--- src/rtl/game_pkg.sv ---
`default_nettype none
// ============================================================================
//  Module      : game_pkg
//  Description : State encodings and key index shared by the game control unit.
//  Revision    : 1.0 - initial release
// ============================================================================
package game_pkg;

    typedef logic [2:0] state_t;

    localparam state_t ST_INIT       = 3'd0;
    localparam state_t ST_SETUP      = 3'd1;
    localparam state_t ST_PLAY_FPGA  = 3'd2;
    localparam state_t ST_PLAY_USER  = 3'd3;
    localparam state_t ST_CHECK      = 3'd4;
    localparam state_t ST_NEXT_ROUND = 3'd5;
    localparam state_t ST_RESULT     = 3'd6;

    localparam int ENTER_KEY = 1;

endpackage
`default_nettype wire

--- src/rtl/game_control_if.sv ---
`default_nettype none
// ============================================================================
//  Module      : game_control_if
//  Description : Strobes and status flags between the control unit and datapath.
//  Revision    : 1.0 - initial release
// ============================================================================
interface game_control_if;
    import game_pkg::*;

    logic   end_FPGA;
    logic   end_User;
    logic   end_time;
    logic   match;
    logic   win;
    logic   R1;
    logic   R2;
    logic   E1;
    logic   E2;
    logic   E3;
    logic   E4;
    logic   SEL;
    state_t state;

    modport master (
        input  end_FPGA, end_User, end_time, match, win,
        output R1, R2, E1, E2, E3, E4, SEL, state
    );

    modport slave (
        output end_FPGA, end_User, end_time, match, win,
        input  R1, R2, E1, E2, E3, E4, SEL, state
    );

endinterface
`default_nettype wire

--- src/rtl/game_control_key_edge.sv ---
`default_nettype none
// ============================================================================
//  Module      : key_edge
//  Description : Synchronizes and debounces an active-low key, pulses on press.
//  Revision    : 1.0 - initial release
// ============================================================================
module key_edge #(
    parameter int P_DEBOUNCE = 250000
) (
    input  wire logic clk,
    input  wire logic rst_n,
    input  wire logic i_key_n,
    output logic      o_press
);

    localparam int                 c_CNT_W   = $clog2(P_DEBOUNCE + 1);
    localparam logic [c_CNT_W-1:0] c_CNT_MAX = c_CNT_W'(P_DEBOUNCE);

    logic               r_sync1;
    logic               r_sync2;
    logic               r_level;
    logic               r_press;
    logic [c_CNT_W-1:0] r_cnt;
    logic               w_settled;

    // The synchronized level has been stable long enough and differs from the accepted one.
    assign w_settled = (r_cnt == c_CNT_MAX) && (r_sync2 != r_level);

    always_ff @(posedge clk or negedge rst_n) begin
        if (!rst_n) begin
            r_sync1 <= 1'b1;
            r_sync2 <= 1'b1;
            r_level <= 1'b1;
            r_press <= 1'b0;
            r_cnt   <= '0;
        end else begin
            r_sync1 <= i_key_n;
            r_sync2 <= r_sync1;
            if (r_sync1 != r_sync2) begin
                r_cnt <= '0;
            end else if (r_cnt != c_CNT_MAX) begin
                r_cnt <= r_cnt + 1'b1;
            end
            if (w_settled) begin
                r_level <= r_sync2;
            end
            r_press <= w_settled & ~r_sync2;
        end
    end

    assign o_press = r_press;

endmodule
`default_nettype wire

--- src/rtl/game_control.sv ---
`default_nettype none
// ============================================================================
//  Module      : game_control
//  Description : Moore FSM sequencing the memory-game datapath from ENTER presses.
//  Revision    : 1.0 - initial release
// ============================================================================
module game_control
    import game_pkg::*;
#(
    parameter int P_KEY      = 4,
    parameter int P_DEBOUNCE = 250000
) (
    input  wire logic             CLOCK_50,
    input  wire logic             RST_N,
    input  wire logic [P_KEY-1:0] KEY,
    game_control_if.master        gc
);

    state_t r_state;
    state_t w_next;
    logic   r_e4;
    logic   w_enter;
    logic   w_unused_keys;

    assign w_unused_keys = ^KEY;

    key_edge #(
        .P_DEBOUNCE (P_DEBOUNCE)
    ) u_enter_key (
        .clk     (CLOCK_50),
        .rst_n   (RST_N),
        .i_key_n (KEY[ENTER_KEY]),
        .o_press (w_enter)
    );

    always_ff @(posedge CLOCK_50 or negedge RST_N) begin
        if (!RST_N) begin
            r_state <= ST_INIT;
        end else begin
            r_state <= w_next;
        end
    end

    always_comb begin
        w_next = r_state;
        case (r_state)
            ST_INIT:       w_next = ST_SETUP;
            ST_SETUP:      if (w_enter) w_next = ST_PLAY_FPGA;
            ST_PLAY_FPGA:  if (gc.end_FPGA) w_next = ST_PLAY_USER;
            ST_PLAY_USER: begin
                if (gc.end_time) begin
                    w_next = ST_RESULT;
                end else if (gc.end_User) begin
                    w_next = ST_CHECK;
                end
            end
            ST_CHECK:      w_next = (gc.match && !gc.win) ? ST_NEXT_ROUND : ST_RESULT;
            ST_NEXT_ROUND: w_next = ST_PLAY_FPGA;
            ST_RESULT:     if (w_enter) w_next = ST_INIT;
            default:       w_next = ST_INIT;
        endcase
    end

    // Entries arriving on the cycle the round ends are dropped rather than captured.
    always_ff @(posedge CLOCK_50 or negedge RST_N) begin
        if (!RST_N) begin
            r_e4 <= 1'b0;
        end else begin
            r_e4 <= (r_state == ST_PLAY_USER) && w_enter && (w_next == ST_PLAY_USER);
        end
    end

    always_comb begin
        gc.R1  = 1'b0;
        gc.R2  = 1'b0;
        gc.E1  = 1'b0;
        gc.E2  = 1'b0;
        gc.E3  = 1'b0;
        gc.SEL = 1'b0;
        case (r_state)
            ST_INIT: begin
                gc.R1 = 1'b1;
                gc.R2 = 1'b1;
            end
            ST_SETUP:      gc.E1  = 1'b1;
            ST_PLAY_FPGA:  gc.E3  = 1'b1;
            ST_PLAY_USER:  gc.E2  = 1'b1;
            ST_NEXT_ROUND: gc.R2  = 1'b1;
            ST_RESULT:     gc.SEL = 1'b1;
            default: ;
        endcase
    end

    assign gc.E4    = r_e4;
    assign gc.state = r_state;

endmodule
`default_nettype wire
--- src/flat_wrapper.sv ---
// flat-port wrapper written by rule: the top's interface ports become plain ports
module game_control_flat import game_pkg::*;
#(
    parameter int P_KEY      = 4,
    parameter int P_DEBOUNCE = 250000
)
  (CLOCK_50, RST_N, KEY, gc_end_FPGA, gc_end_User, gc_end_time, gc_match, gc_win, gc_R1, gc_R2, gc_E1, gc_E2, gc_E3, gc_E4, gc_SEL, gc_state);
  game_control_if gc_i ();
  input  wire logic CLOCK_50;
  input  wire logic RST_N;
  input  wire logic [P_KEY-1:0] KEY;
  input wire logic [$bits(gc_i.end_FPGA)-1:0] gc_end_FPGA;
  input wire logic [$bits(gc_i.end_User)-1:0] gc_end_User;
  input wire logic [$bits(gc_i.end_time)-1:0] gc_end_time;
  input wire logic [$bits(gc_i.match)-1:0] gc_match;
  input wire logic [$bits(gc_i.win)-1:0] gc_win;
  output wire logic [$bits(gc_i.R1)-1:0] gc_R1;
  output wire logic [$bits(gc_i.R2)-1:0] gc_R2;
  output wire logic [$bits(gc_i.E1)-1:0] gc_E1;
  output wire logic [$bits(gc_i.E2)-1:0] gc_E2;
  output wire logic [$bits(gc_i.E3)-1:0] gc_E3;
  output wire logic [$bits(gc_i.E4)-1:0] gc_E4;
  output wire logic [$bits(gc_i.SEL)-1:0] gc_SEL;
  output wire logic [$bits(gc_i.state)-1:0] gc_state;
  assign gc_i.end_FPGA = gc_end_FPGA;
  assign gc_i.end_User = gc_end_User;
  assign gc_i.end_time = gc_end_time;
  assign gc_i.match = gc_match;
  assign gc_i.win = gc_win;
  assign gc_R1 = gc_i.R1;
  assign gc_R2 = gc_i.R2;
  assign gc_E1 = gc_i.E1;
  assign gc_E2 = gc_i.E2;
  assign gc_E3 = gc_i.E3;
  assign gc_E4 = gc_i.E4;
  assign gc_SEL = gc_i.SEL;
  assign gc_state = gc_i.state;
  game_control #(.P_KEY(P_KEY), .P_DEBOUNCE(P_DEBOUNCE)) u_core (.CLOCK_50(CLOCK_50), .RST_N(RST_N), .KEY(KEY), .gc(gc_i));
endmodule
--- config.mk ---
export PLATFORM = sky130hd
export DESIGN_NAME = game_control_flat
export DESIGN_NICKNAME = d
export VERILOG_FILES = /design/src/rtl/game_pkg.sv /design/src/rtl/game_control_if.sv /design/src/rtl/game_control_key_edge.sv /design/src/rtl/game_control.sv /design/src/flat_wrapper.sv
export SDC_FILE = /design/constraint.sdc
export NUM_CORES = 1
export LEC_CHECK = 0
export ABC_CLOCK_PERIOD_IN_PS = 4800
export CORE_ASPECT_RATIO = 0.7
export CORE_UTILIZATION = 30
export CTS_BUF_LIST = sky130_fd_sc_hd__clkbuf_8
export DETAILED_ROUTE_END_ITERATION = 16
export MAX_ROUTING_LAYER = met4
export PLACE_DENSITY = 0.59
export SYNTH_ARGS = -nofsm -noshare
export SYNTH_HDL_FRONTEND = slang
export SYNTH_SLANG_ARGS = --single-unit
--- constraint.sdc ---
create_clock -name CLOCK_50 -period 4.8 [get_ports CLOCK_50]
set_input_delay 0.48 -clock CLOCK_50 [delete_from_list [all_inputs] [get_ports CLOCK_50]]
set_output_delay 0.48 -clock CLOCK_50 [all_outputs]
set_load 0.01 [all_outputs]
==> results of run 1 <==
==> where the power goes <==
part           internal [mW]  switching, mW  total, mW
registers              0.234         0.0344      0.269
logic                 0.0878         0.0670      0.155
clock network         0.0574         0.0686      0.126
==> kinds of logic after synthesis <==
family,share of synthesized area
multiplexers,0.0148
XOR/XNOR,0.0609
AO/OA/AOI/OAI,0.0983
AND/OR/NAND/NOR,0.322
buffers and inverters,0.0322
flip-flops,0.455
adder cells (fa/ha/maj),0.0174
==> layer usage <==
metal,vias up,share of wire,wire [um]
li1,546,-,-
met1,529,0.51,1440
met2,17,0.45,1290
met3,4,0.029,82
met4,0,0.012,34
met5,-,0,0
==> synthesized netlist by cell type, types with 2 or more instances <==
cell,number,area [um^2]
nand4_1,3,18.8
dfrtp_1,23,576
xnor2_1,7,61.3
nor3b_1,3,22.5
or3_1,4,25.0
clkbuf_1,4,15.0
nor2_2,2,12.5
nor4b_1,2,17.5
xor2_1,3,26.3
o21ai_0,7,35.0
ha_1,2,25.0
o211ai_1,2,15.0
dfstp_2,3,78.8
nor4_2,3,37.5
a21oi_1,10,50.1
o31ai_1,2,15.0
inv_1,4,15.0
nor3_1,5,25.0
nand2b_1,2,12.5
nand3_2,2,20.0
nor4_4,3,63.8
nor2_1,13,48.8
nor2b_1,4,25.0
nand3_1,6,30.0
and3_1,2,12.5
nand2_1,12,45.0
==> stage by stage <==
stage,worst slack (ns),power [mW]
2_1_floorplan,3.23,0.346
3_3_place_gp,2.77,0.425
3_5_place_dp,2.75,0.430
4_1_cts,2.50,0.555
5_1_grt,2.36,0.582
6_report,2.50,0.549
==> state kept, by name, indices dropped and copies added (netlist names) <==
name                        flops
u_core.u_enter_key.r_level      1
u_core.u_enter_key.o_press      1
u_core.gc.E4                    1
u_core.u_enter_key.r_sync2      1
u_core.u_enter_key.r_cnt       18
u_core.u_enter_key.r_sync1      1
u_core.gc.state                 3
==> final cells by class <==
cell class              instances  share of cell area
well taps                      55              0.0405
flip-flops and latches         26               0.385
repair buffers                 18               0.105
clock inverters                 1             0.00221
multi-input cells             108               0.434
clock buffers                   3              0.0243
inverters                       4             0.00884
==> worst paths after layout <==
check / cells after the start / slack, ns / endpoint / from
max: 3 / 2.50 / gc_SEL / u_core.gc.state[2]$_DFF_PN0_
max in group asynchronous: 2 / 3.93 / u_core.u_enter_key.r_sync2$_DFF_PN1_ / RST_N
max reg2reg: 3 / 2.80 / u_core.u_enter_key.r_cnt[15]$_DFFE_PN0P_ / u_core.u_enter_key.r_sync2$_DFF_PN1_
min reg2reg: 0 / 0.39 / u_core.u_enter_key.r_sync2$_DFF_PN1_ / u_core.u_enter_key.r_sync1$_DFF_PN1_
min: 0 / 0.39 / u_core.u_enter_key.r_sync2$_DFF_PN1_ / u_core.u_enter_key.r_sync1$_DFF_PN1_
min in group asynchronous: 2 / 0.56 / u_core.u_enter_key.r_cnt[10]$_DFFE_PN0P_ / RST_N
==> impl_results.md, run 1 <==
* RSZ-0062 raised after global routing: false
* Io pins at 21
* Routed WL per cell at 13.2 um
* Reg area at 654 um^2
* Vias at 1096
* Total gr overflow at 0
* TritonCTS clock tree: yes
* Final Max Tran Viols at 0
* Leakage power at 0.685 nW
* CP max-delay cell: dfrtp_1
* Ant. Diodes at 0
* CP Launch Type: flip-flop
* Vias per cell at 5.10
* Initial antenna violation count at 0
* Remaining DRCs at 0
* Post-CTS Setup Inserts at 0
* Post-Syn Nets at 157
* Clock Tree Root: clkbuf_8
* H-tree levels at 1
* DRT iter0 DRCs at 92
* Final instance area at 1700 um^2
* Hold buffers post-CTS at 0
* Post-CTS Resized at 0
* Number of buffers created by CTS at 3
* Drt first pass iters at 5
* Clock transition at path regs at 0.09 ns
* Most frequent cells in the layout: dfrtp_1, clkdlybuf4s50_1, nor2_1, nand2_1, a21oi_1
* Rel. slew slack at 0.167
* Starting density of the core at 0.321
* Setup tns final at 0 ns
* Fin util at 0.379
* Hold Fails Final Rpt at 0
* IR drop worst, VDD at 0.118 mV
* Max Fclk at 435 MHz
* Clk_skew at 0.00868 ns
* Row count at 20
* Cells after DPL at 211
* Post-Syn Area at 1440 um^2
* Core ar. at 4480 um^2
* Final worst-path cycle share at 0.479
* Largest net degree at the start of global routing at 27
* Synth Instances at 144
* CP max FO at 13
* Crit path required time at 4.32 ns
* EDFF count, synth at 0
* Routed Antenna Nets at 0
* Worst path cell trace: nor2b_1 -> and2_1 -> clkdlybuf4s50_1
* Met1 usage at 0.175
* CP peak stage delay at 0.57 ns
* Global-route wire length before repair at 4730 um
* Vias in the first global route at 963
* GRT Overall Usage at 0.123
* Post-Place Cell Area at 1650 um^2
* Multi-input logic area at 738 um^2
* Routed WL at 2840 um
* Gr busiest metal: met2
* GR met3 Demand/Resource at 0.0249
* Final hold slack at 0.391 ns
* Mean Syn Cell Area at 9.99 um^2
* Die X at 84.8 um
* Die area at 5080 um^2
* GPL Wtd Cong at 0.742
* Main flop type after synthesis: dfrtp_1
* CP Class: flip-flop to output pin
* Most common cell after layout, fill and taps aside: dfrtp_1
* CP endpoint kind: output pin
* Layout cells sized above 1 at 0.119
* Post-route insts no fill at 215
* Distinct cells, synth at 37
* Crit path DAT at 1.82 ns
* YS warnings at 0
* Clk_lat worst skew at 0.27 ns
* Status: finished, final reports clean
* IO buf count at 17
* Met2 usage at 0.179
* CP Buf/Inv Count at 1
* Pwr Density at 323 nW/um^2
* Final worst path period need at 2.30 ns
* Dpl hpwl at 2050 um
* Post-synthesis sequential area ratio at 0.455
* Area grow syn2layout at 18.1%
* Hold crit path type: flip-flop to flip-flop
* CP top delay family: flip-flops
* Fill cells at 420
* Max-Cap Viols at 0
* Worst-Margin Slew at 1.25 ns
* Asr flop ratio synth at 1.00
* Synth Register Bits at 26
* CTS sink cnt at 26
* Max clock buf depth at 2
* Final setup violation count at 0
* Fin nets at 174
* Die height at 59.9 um
Power figures use the tool's default switching activity.
==> run 2, diff against run 1 <==
--- a/config.mk
+++ b/config.mk
@@ -5,13 +5,13 @@
 export SDC_FILE = /design/constraint.sdc
 export NUM_CORES = 1
 export LEC_CHECK = 0
-export ABC_CLOCK_PERIOD_IN_PS = 4800
+export ABC_CLOCK_PERIOD_IN_PS = 2100
 export CORE_ASPECT_RATIO = 0.7
 export CORE_UTILIZATION = 30
 export CTS_BUF_LIST = sky130_fd_sc_hd__clkbuf_8
 export DETAILED_ROUTE_END_ITERATION = 16
 export MAX_ROUTING_LAYER = met4
-export PLACE_DENSITY = 0.59
+export PLACE_DENSITY = 0.61
 export SYNTH_ARGS = -nofsm -noshare
 export SYNTH_HDL_FRONTEND = slang
 export SYNTH_SLANG_ARGS = --single-unit
==> constraint.sdc (replaced) <==
create_clock -name CLOCK_50 -period 2.1 [get_ports CLOCK_50]
set_input_delay 0.21 -clock CLOCK_50 [delete_from_list [all_inputs] [get_ports CLOCK_50]]
set_output_delay 0.21 -clock CLOCK_50 [all_outputs]
set_load 0.01 [all_outputs]
==> run 2 against run 1 <==
Compared with the run above:
- combinational power up 130%
- sequential power is 130% higher
- routed wire length is 2.7% higher
- worst setup slack lost 2.4 ns
- hold slack got worse by 0.10 ns
- core utilization is 0.20 points higher
- sequential cell count unchanged
- die area is the same
- clock power increased by 130%
- first-iteration DRC count up 5.4%
- register-to-register slack worse by 2.5 ns
- largest power group unchanged
==> impl_results.md, run 2 (synthesis gave the netlist of run 1 again) <==
* Status: finished, final reports clean
* CP max-delay cell: clkdlybuf4s50_1
* Die area at 5080 um^2
* Final setup violation count at 0
* Dpl hpwl at 2090 um
* Hold crit path type: input pin to asynchronous set/reset pin
* TritonCTS clock tree: yes
* Post-Place Cell Area at 1660 um^2
* Max-Cap Viols at 0
* Remaining DRCs at 0
* Fin nets at 175
* Total gr overflow at 0
* Setup tns final at 0 ns
* Fill cells at 437
* Crit path required time at 1.89 ns
* DRT iter0 DRCs at 97
* CP Launch Type: flip-flop
* Die height at 59.9 um
* CP max FO at 13
* Routed Antenna Nets at 0
* Multi-input logic area at 738 um^2
* Post-route insts no fill at 216
* Global-route wire length before repair at 4850 um
* Area grow syn2layout at 18.7%
* Die X at 84.8 um
* Vias in the first global route at 1047
* Number of buffers created by CTS at 3
* Initial antenna violation count at 0
* Final worst path period need at 1.96 ns
* IO buf count at 17
* Crit path DAT at 1.75 ns
* Top reg by flops: u_core.u_enter_key.r_cnt
* CP Class: flip-flop to output pin
* Max Fclk at 510 MHz
* CP endpoint kind: output pin
* Reg area at 656 um^2
* Layout cells sized above 1 at 0.130
* Max clock buf depth at 2
* Hold Fails Final Rpt at 0
* Fin util at 0.381
* Starting density of the core at 0.321
* Pwr Density at 739 nW/um^2
* Largest register FFs at 18
* Most frequent cells in the layout: dfrtp_1, clkdlybuf4s50_1, nor2_1, nand2_1, a21oi_1
* Final instance area at 1710 um^2
* Clock transition at path regs at 0.09 ns
* Cells after DPL at 212
* Most common cell after layout, fill and taps aside: dfrtp_1
* Worst path cell trace: nor2b_1 -> and2_1 -> clkdlybuf4s50_1
* Hold buffers post-CTS at 0
* Largest net degree at the start of global routing at 27
* Io pins at 21
* Vias at 1112
* Rel. slew slack at 0.581
* Ant. Diodes at 0
* Drt first pass iters at 4
* CP peak stage delay at 0.53 ns
* Total Power at 1.26 mW
* Routed WL per cell at 13.5 um
* Clk_skew at 0.00877 ns
* Final Max Tran Viols at 0
* GRT Overall Usage at 0.126
* IR drop worst, VDD at 0.223 mV
* H-tree levels at 1
* Final worst-path cycle share at 0.934
* GPL Wtd Cong at 0.764
* Vias per cell at 5.15
* RSZ-0062 raised after global routing: false
* Clock Tree Root: clkbuf_8
* Routed WL at 2920 um
* CTS sink cnt at 26
* Clk_lat worst skew at 0.28 ns
* Leakage power at 0.688 nW
* Row count at 20
* Worst-Margin Slew at 0.626 ns
* Core ar. at 4480 um^2
[run 2: changes by cell type in the layout (fill, tap and decap cells not counted), sizes merged]
cell,previous run,this run
buf,1,2
[run 2: where the power goes]
part | switching [mW] | total (mW) | internal [mW]
logic | 0.152 | 0.355 | 0.203
registers | 0.0797 | 0.616 | 0.537
clock network | 0.160 | 0.291 | 0.131
total | 0.391 | 1.26 | 0.871
[run 2: layout make-up]
cell class	instances	area share
well taps	55	0.0403
repair buffers	19	0.108
clock inverters	1	0.00220
flip-flops and latches	26	0.384
inverters	4	0.00879
multi-input cells	108	0.432
clock buffers	3	0.0242
[run 2: worst paths after layout]
kind	from	end	slack (ns)	cells after the start
hold reg to reg	u_core.u_enter_key.r_sync1$_DFF_PN1_	u_core.u_enter_key.r_sync2$_DFF_PN1_	0.39	0
min in group CLOCK_50	KEY[1]	u_core.u_enter_key.r_sync1$_DFF_PN1_	0.34	1
hold / removal	RST_N	u_core.u_enter_key.r_cnt[12]$_DFFE_PN0P_	0.29	2
setup reg to reg	u_core.u_enter_key.r_cnt[10]$_DFFE_PN0P_	u_core.u_enter_key.r_level$_DFFE_PN1P_	0.30	4
max in group asynchronous	RST_N	u_core.u_enter_key.r_sync1$_DFF_PN1_	1.50	2
setup / recovery	u_core.gc.state[2]$_DFF_PN0_	gc_SEL	0.14	3
[run 2: what timing repair did]
action	4_1_cts	5_1_grt
setup buffers	0	0
endpoints found under the setup margin	0	1
gates resized for setup	0	1
[run 2: critical path: cells and delay by family (launching register included)]
kind          cells  cell delay (ns)
simple gates      2             0.44
flops             1             0.50
buf+inv           1             0.53
[run 2: layer usage]
layer,track usage,share of wire,up-vias
li1,-,-,543
met1,0.158,0.49,544
met2,0.208,0.46,21
met3,0.0290,0.030,4
met4,0.0363,0.012,0
met5,-,0,-
[run 2: per-stage QoR]
stage / setup WS [ns] / hold slack [ns]
5_1_grt: 0.0587 / 0.324
6_report: 0.139 / 0.288
3_3_place_gp: 0.361 / 0.377
2_1_floorplan: 0.533 / -0.0856
4_1_cts: 0.0436 / 0.307
3_5_place_dp: 0.324 / 0.378
==> run 3, diff against run 2 <==
--- a/config.mk
+++ b/config.mk
@@ -11,7 +11,7 @@
 export CTS_BUF_LIST = sky130_fd_sc_hd__clkbuf_8
 export DETAILED_ROUTE_END_ITERATION = 16
 export MAX_ROUTING_LAYER = met4
-export PLACE_DENSITY = 0.61
+export PLACE_DENSITY = 0.48
 export SYNTH_ARGS = -nofsm -noshare
 export SYNTH_HDL_FRONTEND = slang
 export SYNTH_SLANG_ARGS = --single-unit
==> run 3 against run 2 <==
Compared with the run above:
- worst setup slack better by 0.024 ns
- global-route usage is 0.30 points higher
- sequential power is 0.6% higher
- design area is 0.59% higher
- largest cell class unchanged
- largest power group unchanged
- highest routed layer unchanged
==> impl_results.md, run 3 (synthesis gave the netlist of run 1 again) <==
* Cells after DPL at 212
* Fill cells at 448
* Post-route insts no fill at 216
* CTS sink cnt at 26
* Io pins at 21
* Post-CTS Setup Inserts at 0
* Worst path cell trace: nor2b_1 -> nor3_1 -> clkdlybuf4s50_1
* Vias in the first global route at 1016
* Total Power at 1.29 mW
* Vias per cell at 5.05
* Routed Antenna Nets at 0
* Setup tns final at 0 ns
* Sw Ratio at 0.298
* CP max FO at 13
* Vias at 1091
* TritonCTS clock tree: yes
* RSZ-0062 raised after global routing: false
* Number of buffers created by CTS at 3
* GRT Overall Usage at 0.129
* CP Buf/Inv Count at 1
* Leakage power at 0.690 nW
* Switching power at 0.386 mW
* Clk pwr share at 0.243
* Most common cell after layout, fill and taps aside: dfrtp_1
* IR drop worst, VDD at 0.306 mV
* Hold crit path type: input pin to asynchronous set/reset pin
* Routed WL per cell at 13.4 um
* Drt first pass iters at 4
* Worst-Margin Slew at 0.385 ns
* CP Class: flip-flop to output pin
* Clock transition at path regs at 0.09 ns
* Starting density of the core at 0.321
* Reg area at 656 um^2
* Initial antenna violation count at 0
* Routed WL at 2890 um
* Final setup violation count at 0
* Max clock buf depth at 2
* IO buf count at 17
* H-tree levels at 1
* Total gr overflow at 0
* Multi-input logic area at 738 um^2
* Flop pwr share at 0.479
* Die area at 5080 um^2
* Pwr Density at 752 nW/um^2
* CP top delay family: buffers and inverters
* Post-CTS Resized at 0
* Final Max Tran Viols at 0
* Crit path required time at 1.89 ns
* Largest register FFs at 18
* CP Launch Type: flip-flop
* P_int at 0.907 mW
* Crit path DAT at 1.73 ns
* GPL Wtd Cong at 0.803
* Hold buffers post-CTS at 0
* Dpl hpwl at 2100 um
* Largest net degree at the start of global routing at 27
* Top reg by flops: u_core.u_enter_key.r_cnt
* Die height at 59.9 um
* Core ar. at 4480 um^2
* Die X at 84.8 um
* Most frequent cells in the layout: dfrtp_1, clkdlybuf4s50_1, nor2_1, nand2_1, a21oi_1
* Area grow syn2layout at 19.4%
* Hold Fails Final Rpt at 0
* Fin nets at 175
* Remaining DRCs at 0
* Fin util at 0.384
* DRT iter0 DRCs at 57
* Rel. slew slack at 0.740
* Row count at 20
* Status: finished, final reports clean
* Clk_lat worst skew at 0.27 ns
* CP endpoint kind: output pin
* CP max-delay cell: clkdlybuf4s50_1
* Max Fclk at 516 MHz
* Final worst-path cycle share at 0.923
* Clock Tree Root: clkbuf_8
* CP peak stage delay at 0.58 ns
* Global-route wire length before repair at 4940 um
* Layout cells sized above 1 at 0.137
* Combinational share of power at 0.278
* Max-Cap Viols at 0
* Clk_skew at 0.00666 ns
* Ant. Diodes at 0
* Final worst path period need at 1.94 ns
[run 3: worst paths after layout]
kind | end | cells past startpoint | slack, ns | startpoint
min in group CLOCK_50 | u_core.u_enter_key.r_sync1$_DFF_PN1_ | 1 | 0.34 | KEY[1]
min | u_core.u_enter_key.r_cnt[8]$_DFFE_PN0P_ | 2 | 0.32 | RST_N
max reg2reg | u_core.u_enter_key.r_level$_DFFE_PN1P_ | 6 | 0.31 | u_core.u_enter_key.r_cnt[0]$_DFFE_PN0P_
max in group asynchronous | u_core.u_enter_key.r_sync1$_DFF_PN1_ | 2 | 1.48 | RST_N
max | gc_R2 | 3 | 0.16 | u_core.gc.state[2]$_DFF_PN0_
min reg2reg | u_core.u_enter_key.r_sync2$_DFF_PN1_ | 0 | 0.39 | u_core.u_enter_key.r_sync1$_DFF_PN1_
[run 3: layer usage]
metal / vias to the layer above / wire (um) / GRT usage
li1: 545 / - / -
met1: 529 / 1400 / 0.169
met2: 15 / 1380 / 0.208
met5: - / 0 / -
met3: 2 / 92 / 0.0331
met4: 0 / 15 / 0.0218
[run 3: cell type report]
class / count / share of cell area
multi-input combinational: 108 / 0.430
inverter: 4 / 0.00874
clock buffer: 4 / 0.0320
timing repair buffer: 19 / 0.108
tap: 55 / 0.0401
sequential: 26 / 0.382
[run 3: per-stage QoR]
stage	worst slack (ns)	hold slack (ns)	instance area (um^2)
2_1_floorplan	0.533	-0.0856	1440
3_3_place_gp	0.340	0.378	1660
3_5_place_dp	0.324	0.379	1660
4_1_cts	0.0677	0.329	1720
5_1_grt	0.0523	0.328	1720
6_report	0.162	0.324	1720
[run 3: power by group through the flow]
stage / Combinational (mW) / Clock, mW / Sequential (mW)
2_1_floorplan: 0.212 / 0 / 0.580
3_3_place_gp: 0.358 / 0 / 0.620
3_5_place_dp: 0.365 / 0 / 0.627
4_1_cts: 0.367 / 0.332 / 0.617
5_1_grt: 0.392 / 0.352 / 0.630
6_report: 0.359 / 0.314 / 0.620
[run 3: worst register-to-register path, cell delays in order, from the launching register on]
cell and delay [ns]:
dfrtp_1 0.43, inv_1 0.10, ha_1 0.14, nor4b_1 0.23, nand4_1 0.25, nor2_2 0.23, mux2_1 0.34
